**src/rtl/can_level_frame_rx_if.sv**
```systemverilog
// Bit-stage strobe/bit pair plus the received-frame result bundle of can_level_frame_rx.
interface can_level_frame_rx_if;
  logic        req;
  logic        rbit;
  logic        tbit;
  logic        rx_valid;
  logic        rx_ide;
  logic        rx_rtr;
  logic [28:0] rx_id;
  logic [3:0]  rx_len;
  logic [63:0] rx_data;
  logic        rx_err;
  logic [1:0]  rx_err_code;

  modport master (
    output req, rbit,
    input  tbit, rx_valid, rx_ide, rx_rtr, rx_id, rx_len, rx_data, rx_err, rx_err_code
  );

  modport slave (
    input  req, rbit,
    output tbit, rx_valid, rx_ide, rx_rtr, rx_id, rx_len, rx_data, rx_err, rx_err_code
  );
endinterface

```
**src/rtl/can_level_frame_rx.sv**
```systemverilog
// CAN frame receiver: SOF detect, de-stuffing, field parse, CRC-15 check, ACK-slot drive.
// Advances only on req strobes; accepted frames and errors appear as one-cycle pulses after the deciding req.
module can_level_frame_rx #(
  parameter logic [28:0] LOCAL_ID      = 29'h0,
  parameter logic [28:0] LOCAL_ID_MASK = 29'h0
) (
  input logic                 rstn,
  input logic                 clk,
  can_level_frame_rx_if.slave bus
);

  typedef enum logic [3:0] {
    S_IDLE, S_ID_A, S_SRR_RTR, S_IDE, S_ID_B, S_RTR_B, S_R1, S_R0,
    S_DLC, S_DATA, S_CRC, S_CRC_DEL, S_ACK, S_ACK_DEL, S_EOF, S_WAIT_IDLE
  } state_e;

  localparam logic [14:0] CRC_POLY  = 15'h4599;
  localparam logic [1:0]  ERR_STUFF = 2'd1;
  localparam logic [1:0]  ERR_FORM  = 2'd2;
  localparam logic [1:0]  ERR_CRC   = 2'd3;

  state_e      state_q, state_d;
  logic [6:0]  cnt_q, cnt_d;
  logic        last_q, last_d;
  logic [2:0]  run_q, run_d;
  logic [14:0] crc_q, crc_d;
  logic [13:0] crc_rx_q, crc_rx_d;
  logic        crc_ok_q, crc_ok_d;
  logic [2:0]  rec_q, rec_d;
  logic [28:0] id_q, id_d;
  logic        ide_q, ide_d;
  logic        rtr_q, rtr_d;
  logic [2:0]  dlc_q, dlc_d;
  logic [3:0]  len_q, len_d;
  logic [63:0] data_q, data_d;
  logic        tbit_q, tbit_d;
  logic        rx_valid_q, rx_valid_d;
  logic        rx_ide_q, rx_ide_d;
  logic        rx_rtr_q, rx_rtr_d;
  logic [28:0] rx_id_q, rx_id_d;
  logic [3:0]  rx_len_q, rx_len_d;
  logic [63:0] rx_data_q, rx_data_d;
  logic        rx_err_q, rx_err_d;
  logic [1:0]  rx_err_code_q, rx_err_code_d;

  logic        b;
  logic        in_stuff_zone;
  logic        in_crc_zone;
  logic        stuff_bit;
  logic [14:0] crc_next;
  logic [3:0]  dlc_full;
  logic        id_match;
  logic        err;
  logic [1:0]  err_code;

  assign b             = bus.rbit;
  assign in_stuff_zone = state_q inside {S_ID_A, S_SRR_RTR, S_IDE, S_ID_B, S_RTR_B,
                                         S_R1, S_R0, S_DLC, S_DATA, S_CRC};
  assign in_crc_zone   = in_stuff_zone && (state_q != S_CRC);
  // A stuff bit owed after the last CRC bit is consumed while sitting in CRC_DEL.
  assign stuff_bit     = (run_q == 3'd5) && (in_stuff_zone || state_q == S_CRC_DEL);
  assign crc_next      = {crc_q[13:0], 1'b0} ^ ((b ^ crc_q[14]) ? CRC_POLY : 15'h0);
  assign dlc_full      = {dlc_q, b};
  assign id_match      = ((id_q ^ LOCAL_ID) & LOCAL_ID_MASK) == 29'h0;

  always_comb begin
    state_d       = state_q;
    cnt_d         = cnt_q;
    last_d        = last_q;
    run_d         = run_q;
    crc_d         = crc_q;
    crc_rx_d      = crc_rx_q;
    crc_ok_d      = crc_ok_q;
    rec_d         = rec_q;
    id_d          = id_q;
    ide_d         = ide_q;
    rtr_d         = rtr_q;
    dlc_d         = dlc_q;
    len_d         = len_q;
    data_d        = data_q;
    tbit_d        = tbit_q;
    rx_valid_d    = 1'b0;
    rx_ide_d      = rx_ide_q;
    rx_rtr_d      = rx_rtr_q;
    rx_id_d       = rx_id_q;
    rx_len_d      = rx_len_q;
    rx_data_d     = rx_data_q;
    rx_err_d      = 1'b0;
    rx_err_code_d = rx_err_code_q;
    err           = 1'b0;
    err_code      = 2'd0;

    if (bus.req) begin
      if (stuff_bit) begin
        if (b == last_q) begin
          err      = 1'b1;
          err_code = ERR_STUFF;
        end else begin
          last_d = b;
          run_d  = 3'd1;
        end
      end else begin
        if (in_stuff_zone) begin
          run_d  = (b == last_q) ? run_q + 3'd1 : 3'd1;
          last_d = b;
        end
        if (in_crc_zone) crc_d = crc_next;

        case (state_q)
          S_IDLE: begin
            if (!b) begin
              state_d = S_ID_A;
              cnt_d   = 7'd0;
              crc_d   = 15'h0;
              last_d  = 1'b0;
              run_d   = 3'd1;
              id_d    = 29'h0;
              ide_d   = 1'b0;
              rtr_d   = 1'b0;
              dlc_d   = 3'd0;
              len_d   = 4'd0;
              data_d  = 64'h0;
            end
          end
          S_ID_A: begin
            id_d = {id_q[27:0], b};
            if (cnt_q == 7'd10) begin
              state_d = S_SRR_RTR;
              cnt_d   = 7'd0;
            end else begin
              cnt_d = cnt_q + 7'd1;
            end
          end
          S_SRR_RTR: begin
            rtr_d   = b;
            state_d = S_IDE;
          end
          S_IDE: begin
            ide_d   = b;
            cnt_d   = 7'd0;
            state_d = b ? S_ID_B : S_R0;
          end
          S_ID_B: begin
            id_d = {id_q[27:0], b};
            if (cnt_q == 7'd17) state_d = S_RTR_B;
            else                cnt_d   = cnt_q + 7'd1;
          end
          S_RTR_B: begin
            rtr_d   = b;
            state_d = S_R1;
          end
          S_R1: state_d = S_R0;
          S_R0: begin
            state_d = S_DLC;
            cnt_d   = 7'd0;
          end
          S_DLC: begin
            dlc_d = dlc_full[2:0];
            if (cnt_q == 7'd3) begin
              cnt_d = 7'd0;
              if (rtr_q)                len_d = 4'd0;
              else if (dlc_full > 4'd8) len_d = 4'd8;
              else                      len_d = dlc_full;
              state_d = (rtr_q || dlc_full == 4'd0) ? S_CRC : S_DATA;
            end else begin
              cnt_d = cnt_q + 7'd1;
            end
          end
          S_DATA: begin
            // Bytes arrive MSB first; byte n lands in data[8n+7:8n].
            data_d[{cnt_q[5:3], ~cnt_q[2:0]}] = b;
            if (cnt_q == {len_q, 3'b000} - 7'd1) begin
              state_d = S_CRC;
              cnt_d   = 7'd0;
            end else begin
              cnt_d = cnt_q + 7'd1;
            end
          end
          S_CRC: begin
            crc_rx_d = {crc_rx_q[12:0], b};
            if (cnt_q == 7'd14) begin
              state_d  = S_CRC_DEL;
              crc_ok_d = ({crc_rx_q, b} == crc_q);
            end else begin
              cnt_d = cnt_q + 7'd1;
            end
          end
          S_CRC_DEL: begin
            if (!crc_ok_q) begin
              err      = 1'b1;
              err_code = ERR_CRC;
            end else if (!b) begin
              err      = 1'b1;
              err_code = ERR_FORM;
            end else begin
              tbit_d  = 1'b0;
              state_d = S_ACK;
            end
          end
          S_ACK: begin
            tbit_d  = 1'b1;
            state_d = S_ACK_DEL;
          end
          S_ACK_DEL: begin
            if (!b) begin
              err      = 1'b1;
              err_code = ERR_FORM;
            end else begin
              state_d = S_EOF;
              cnt_d   = 7'd0;
            end
          end
          S_EOF: begin
            if (!b) begin
              err      = 1'b1;
              err_code = ERR_FORM;
            end else if (cnt_q == 7'd6) begin
              state_d = S_IDLE;
              if (crc_ok_q && id_match) begin
                rx_valid_d = 1'b1;
                rx_ide_d   = ide_q;
                rx_rtr_d   = rtr_q;
                rx_id_d    = id_q;
                rx_len_d   = len_q;
                rx_data_d  = data_q;
              end
            end else begin
              cnt_d = cnt_q + 7'd1;
            end
          end
          S_WAIT_IDLE: begin
            if (!b) begin
              rec_d = 3'd0;
            end else if (rec_q == 3'd6) begin
              rec_d   = 3'd0;
              state_d = S_IDLE;
            end else begin
              rec_d = rec_q + 3'd1;
            end
          end
          default: state_d = S_IDLE;
        endcase
      end

      if (err) begin
        state_d       = S_WAIT_IDLE;
        rec_d         = 3'd0;
        tbit_d        = 1'b1;
        rx_err_d      = 1'b1;
        rx_err_code_d = err_code;
      end
    end
  end

  always_ff @(posedge clk or negedge rstn) begin
    if (!rstn) begin
      state_q       <= S_IDLE;
      cnt_q         <= 7'd0;
      last_q        <= 1'b0;
      run_q         <= 3'd0;
      crc_q         <= 15'h0;
      crc_rx_q      <= 14'h0;
      crc_ok_q      <= 1'b0;
      rec_q         <= 3'd0;
      id_q          <= 29'h0;
      ide_q         <= 1'b0;
      rtr_q         <= 1'b0;
      dlc_q         <= 3'd0;
      len_q         <= 4'd0;
      data_q        <= 64'h0;
      tbit_q        <= 1'b1;
      rx_valid_q    <= 1'b0;
      rx_ide_q      <= 1'b0;
      rx_rtr_q      <= 1'b0;
      rx_id_q       <= 29'h0;
      rx_len_q      <= 4'd0;
      rx_data_q     <= 64'h0;
      rx_err_q      <= 1'b0;
      rx_err_code_q <= 2'd0;
    end else begin
      state_q       <= state_d;
      cnt_q         <= cnt_d;
      last_q        <= last_d;
      run_q         <= run_d;
      crc_q         <= crc_d;
      crc_rx_q      <= crc_rx_d;
      crc_ok_q      <= crc_ok_d;
      rec_q         <= rec_d;
      id_q          <= id_d;
      ide_q         <= ide_d;
      rtr_q         <= rtr_d;
      dlc_q         <= dlc_d;
      len_q         <= len_d;
      data_q        <= data_d;
      tbit_q        <= tbit_d;
      rx_valid_q    <= rx_valid_d;
      rx_ide_q      <= rx_ide_d;
      rx_rtr_q      <= rx_rtr_d;
      rx_id_q       <= rx_id_d;
      rx_len_q      <= rx_len_d;
      rx_data_q     <= rx_data_d;
      rx_err_q      <= rx_err_d;
      rx_err_code_q <= rx_err_code_d;
    end
  end

  assign bus.tbit        = tbit_q;
  assign bus.rx_valid    = rx_valid_q;
  assign bus.rx_ide      = rx_ide_q;
  assign bus.rx_rtr      = rx_rtr_q;
  assign bus.rx_id       = rx_id_q;
  assign bus.rx_len      = rx_len_q;
  assign bus.rx_data     = rx_data_q;
  assign bus.rx_err      = rx_err_q;
  assign bus.rx_err_code = rx_err_code_q;

endmodule

```
**src/flat_wrapper.sv**
```systemverilog
// flat-port wrapper written by rule: the top's interface ports become plain ports
module can_level_frame_rx_flat 
#(
  parameter logic [28:0] LOCAL_ID      = 29'h0,
  parameter logic [28:0] LOCAL_ID_MASK = 29'h0
)
  (rstn, clk, bus_req, bus_rbit, bus_tbit, bus_rx_valid, bus_rx_ide, bus_rx_rtr, bus_rx_id, bus_rx_len, bus_rx_data, bus_rx_err, bus_rx_err_code);
  can_level_frame_rx_if bus_i ();
  input logic rstn;
  input logic clk;
  input wire logic [$bits(bus_i.req)-1:0] bus_req;
  input wire logic [$bits(bus_i.rbit)-1:0] bus_rbit;
  output wire logic [$bits(bus_i.tbit)-1:0] bus_tbit;
  output wire logic [$bits(bus_i.rx_valid)-1:0] bus_rx_valid;
  output wire logic [$bits(bus_i.rx_ide)-1:0] bus_rx_ide;
  output wire logic [$bits(bus_i.rx_rtr)-1:0] bus_rx_rtr;
  output wire logic [$bits(bus_i.rx_id)-1:0] bus_rx_id;
  output wire logic [$bits(bus_i.rx_len)-1:0] bus_rx_len;
  output wire logic [$bits(bus_i.rx_data)-1:0] bus_rx_data;
  output wire logic [$bits(bus_i.rx_err)-1:0] bus_rx_err;
  output wire logic [$bits(bus_i.rx_err_code)-1:0] bus_rx_err_code;
  assign bus_i.req = bus_req;
  assign bus_i.rbit = bus_rbit;
  assign bus_tbit = bus_i.tbit;
  assign bus_rx_valid = bus_i.rx_valid;
  assign bus_rx_ide = bus_i.rx_ide;
  assign bus_rx_rtr = bus_i.rx_rtr;
  assign bus_rx_id = bus_i.rx_id;
  assign bus_rx_len = bus_i.rx_len;
  assign bus_rx_data = bus_i.rx_data;
  assign bus_rx_err = bus_i.rx_err;
  assign bus_rx_err_code = bus_i.rx_err_code;
  can_level_frame_rx #(.LOCAL_ID(LOCAL_ID), .LOCAL_ID_MASK(LOCAL_ID_MASK)) u_core (.rstn(rstn), .clk(clk), .bus(bus_i));
endmodule
```
**config.mk**
```make
export PLATFORM = sky130hd
export DESIGN_NAME = can_level_frame_rx_flat
export DESIGN_NICKNAME = d
export VERILOG_FILES = /design/src/rtl/can_level_frame_rx_if.sv /design/src/rtl/can_level_frame_rx.sv /design/src/flat_wrapper.sv
export SDC_FILE = /design/constraint.sdc
export NUM_CORES = 1
export LEC_CHECK = 0
export CAP_MARGIN = 40
export CORE_ASPECT_RATIO = 1.25
export CORE_MARGIN = 2
export CORE_UTILIZATION = 44
export CTS_CLUSTER_DIAMETER = 120
export DETAILED_ROUTE_END_ITERATION = 10
export PLACE_DENSITY = 0.76
export SLEW_MARGIN = 25
export SYNTH_ARGS = -nofsm -noshare
export SYNTH_HDL_FRONTEND = slang
export SYNTH_SLANG_ARGS = --single-unit
```
**constraint.sdc**
```tcl
create_clock -name clk -period 2.27 [get_ports clk]
set_input_delay 0.227 -clock clk [delete_from_list [all_inputs] [get_ports clk]]
set_output_delay 0.227 -clock clk [all_outputs]
set_load 0.02 [all_outputs]
```
==> flow_metrics.py <==
metrics = {
    "status": {
        "status": "finished, violations left",
        "violations": "setup timing",
    },
    "setup_path": {
        "required_ns": 2.68,
        "slowest_delay_ns": 0.59,
        "worstReg2RegStart": "u_core.state_q[0]",
        "critPathKind": "reg2reg",
        "r2r_slack_ns": -0.07,
        "end_kind": "flop",
        "start_kind": "flop",
        "worstPathCellList": "or4_4 -> a31o_4 -> buf_4 -> buf_12 -> nor3_4 -> buf_8 -> mux2_2",
        "arrival_ns": 2.75,
        "slowest_stage": "or4_4",
        "critPathMaxFanout": 14,
        "r2r_end": "u_core.crc_rx_q[5]",
        "r2r_cells": 7,
        "cp-startpoint": "u_core.state_q[0]",
    },
    "final_layout": {
        "syn_to_final_growth_pct": 31.0,
        "n_antenna_cell": 0,
        "drive_gt1_share_pct": 32.0,
        "fin_nets": 1119,
        "mostFrequentLayoutCells": "253 x dfrtp_1, 111 x mux2_2, 106 x clkdlybuf4s50_1",
        "fin_util_pct": 58.9,
        "mostFrequentLayoutCell": "dfrtp_1",
        "nFillCells": 1975,
    },
    "yosys": {
        "ys_seq_area_share_pct": 55.9,
        "avgSynthCellArea_sq_um": 12.3,
        "synthArstFlopShare_pct": 100,
        "synth-seq-cells": 254,
        "synth_edf_count": 0,
        "syn-cell-area_sq_mm": 0.0114,
        "synth_flop_cell": "dfrtp_1",
        "synthCells": 927,
        "ys_types": 68,
        "synth_nets": 937,
        "yosysWarnings": 0,
    },
    "clock_network": {
        "cts_tree": "yes",
        "cts_buffers": 25,
        "h-tree-depth": 1,
        "cts.sinks": 254,
        "clock_path_buffers": 3,
        "ctsRootBufferMaster": "clkbuf_16",
        "clkTransAtPathRegs_ns": 0.07,
        "clk_latency_ns": 0.53,
    },
    "global_route": {
        "grt_overflow": 0,
        "antenna_found_initial": 0,
        "grt_max_degree": 71,
        "grt_pass1_vias": 8242,
        "grt_use_total_pct": 19.6,
        "grt_pass1_wl_microns": 43600,
    },
    "pwr": {
        "max-vdd-ir-drop_mv": 0.580,
        "power.total_mw": 13.5,
        "p_int_mw": 9.14,
        "p_per_area_mw_per_mm2": 909,
        "switching_power_mw": 4.39,
        "p_leak_nw": 6.62,
        "comb_power_share_pct": 31.0,
        "p_seq_share_pct": 39.0,
        "p_clk_share_pct": 30.0,
        "p_sw_share_pct": 32.5,
    },
    "die": {
        "dieArea_sq_mm": 0.0271,
        "die_w_microns": 148,
        "rows": 65,
        "die_h_microns": 184,
        "pin_count": 108,
        "core-area_sq_mm": 0.0253,
        "start_util_pct": 44.9,
    },
    "timing": {
        "max-slew-margin-rel_pct": 47.3,
        "tightest_slew_ns": 0.789,
        "clock_skew_ns": 0.0161,
        "fin_hold_ws_ns": 0.251,
        "max_freq_mhz": 427,
        "fin_crit_ns": 2.34,
        "setup_ws_ns": -0.0724,
        "rsz0062_at_grt": "yes",
        "finalCritPeriodShare_pct": 103,
        "drv_slew": 0,
        "finalSetupViolCount": 70,
        "hold_viol_final": 0,
    },
    "drt": {
        "postRouteWirelength_microns": 27500,
        "drtIter0Drc": 575,
        "vias_per_cell": 5.70,
        "routedWlPerCell_microns": 18.8,
        "drt_pass1_iterations": 4,
        "drc": 0,
        "vias": 8345,
        "postRouteAntennaNets": 0,
    },
    "placed_design": {
        "place_congestion": 0.917,
        "io_buffers": 107,
        "place_ws_ns": -0.187,
        "hpwl_microns": 18100,
    },
    "job": {
        "maxCapViolCount": 0,
    },
    "worst_hold_path": {
        "worst_hold_path_type": "in2async",
    },
}
power by group through the flow:
stage | Clock [mW] | Combinational (mW) | Sequential [mW]
after floorplan | 0 | 2.29 | 5.30
after global placement | 0 | 3.51 | 5.34
after detailed placement | 0 | 3.56 | 5.35
after CTS | 4.14 | 3.83 | 5.27
after global routing | 4.31 | 4.57 | 5.32
final | 4.06 | 4.20 | 5.28
how the worst max path moves through the flow:
stage,endpoint,cells after the start
4_1_cts,u_core.state_q[3],7
3_5_place_dp,u_core.state_q[3],6
6_report,u_core.crc_rx_q[5],7
2_1_floorplan,u_core.data_q[15],10
3_3_place_gp,u_core.state_q[3],6
5_1_grt,u_core.state_q[3],7
critical path: cells and delay by family, from the launching register on:
| family | cells | cell delay, ns |
|---|---|---|
| multiplexers | 1 | 0.35 |
| buffers and inverters | 3 | 0.46 |
| flip-flops | 1 | 0.40 |
| AND/OR/NAND/NOR | 2 | 0.75 |
| AO/OA/AOI/OAI | 1 | 0.26 |
cells in the mapped netlist (9+ instances only):
master    instances  share of area (%)
dfrtp_1         253                 56
o31ai_1          51                3.4
xor2_1            9               0.69
o31ai_2          16                1.8
clkbuf_1         41                1.4
inv_1            20               0.66
nor2_1           36                1.2
mux2_2          113                 11
nor3_1           14               0.62
a21oi_1          15               0.66
o21ai_0          24                1.1
o211ai_1         63                4.2
buf_2            29                1.3
nand2_1          35                1.2
mux2i_1          14                1.2
nand4_1          14               0.77
a22o_1           31                2.4
nand3_1          17               0.75
xnor2_1          20                1.5
logic make-up (layout without fill, tap and decap cells):
| kind of cell | after synthesis | count (layout) | synth area share [%] |
|---|---|---|---|
| AO/OA/AOI/OAI | 244 | 244 | 17.0 |
| XOR/XNOR | 30 | 30 | 2.43 |
| adder cells (fa/ha/maj) | 6 | 6 | 0.660 |
| buffers and inverters | 101 | 301 | 4.02 |
| flip-flops | 254 | 254 | 55.9 |
| multiplexers | 127 | 127 | 12.4 |
| AND/OR/NAND/NOR | 165 | 166 | 7.52 |
registers in the layout, indices dropped and copies added, names as in the netlist:
name,cells
u_core.bus.rx_err,1
u_core.dlc_q,3
u_core.cnt_q,7
u_core.crc_q,15
u_core.run_q,3
u_core.bus.rx_data,64
u_core.bus.rx_len,4
u_core.len_q,4
u_core.rec_q,3
u_core.bus.rx_rtr,1
u_core.ide_q,1
u_core.bus.rx_err_code,2
u_core.state_q,4
u_core.last_q,1
u_core.crc_ok_q,1
u_core.bus.rx_id,29
u_core.rtr_q,1
u_core.crc_rx_q,14
u_core.id_q,29
u_core.bus.tbit,1
u_core.data_q,64
u_core.bus.rx_ide,1
u_core.bus.rx_valid,1
repair_timing:
item	CTS	global route
cloned	3	6
hold endpoints to repair	64	0
setup endpoints to repair	147	212
hold buffers	1	0
gates resized for setup	42	37
buffers inserted	8	8
pin swaps	18	44
routing by layer:
metal  vias up  wire length [microns]  track usage [%]
li1       3820                      -                -
met5         -                      0                0
met2       206                  14000             33.9
met1      4266                  11600             25.9
met4         0                    756             6.15
met3        53                   1110             2.23
through the flow:
step                setup TNS [ns]  std cells  instance area [sq um]
floorplan                    -2.72        927                  11500
global placement             -3.54       1393                  13500
detailed placement           -6.63       1393                  13500
CTS                         -0.949       1450                  14600
global route                 -7.98       1463                  14900
finish                       -1.71       1463                  14900
area by class of cell:
type | count | area, sq um | area share (%)
inverters | 22 | 82.6 | 0.555
well taps | 335 | 419 | 2.81
clock inverters | 14 | 116 | 0.781
multi-input cells | 573 | 4870 | 32.7
flip-flops and latches | 254 | 6360 | 42.7
repair buffers | 233 | 2360 | 15.9
clock buffers | 32 | 682 | 4.58
Power figures use the tool's default switching activity.
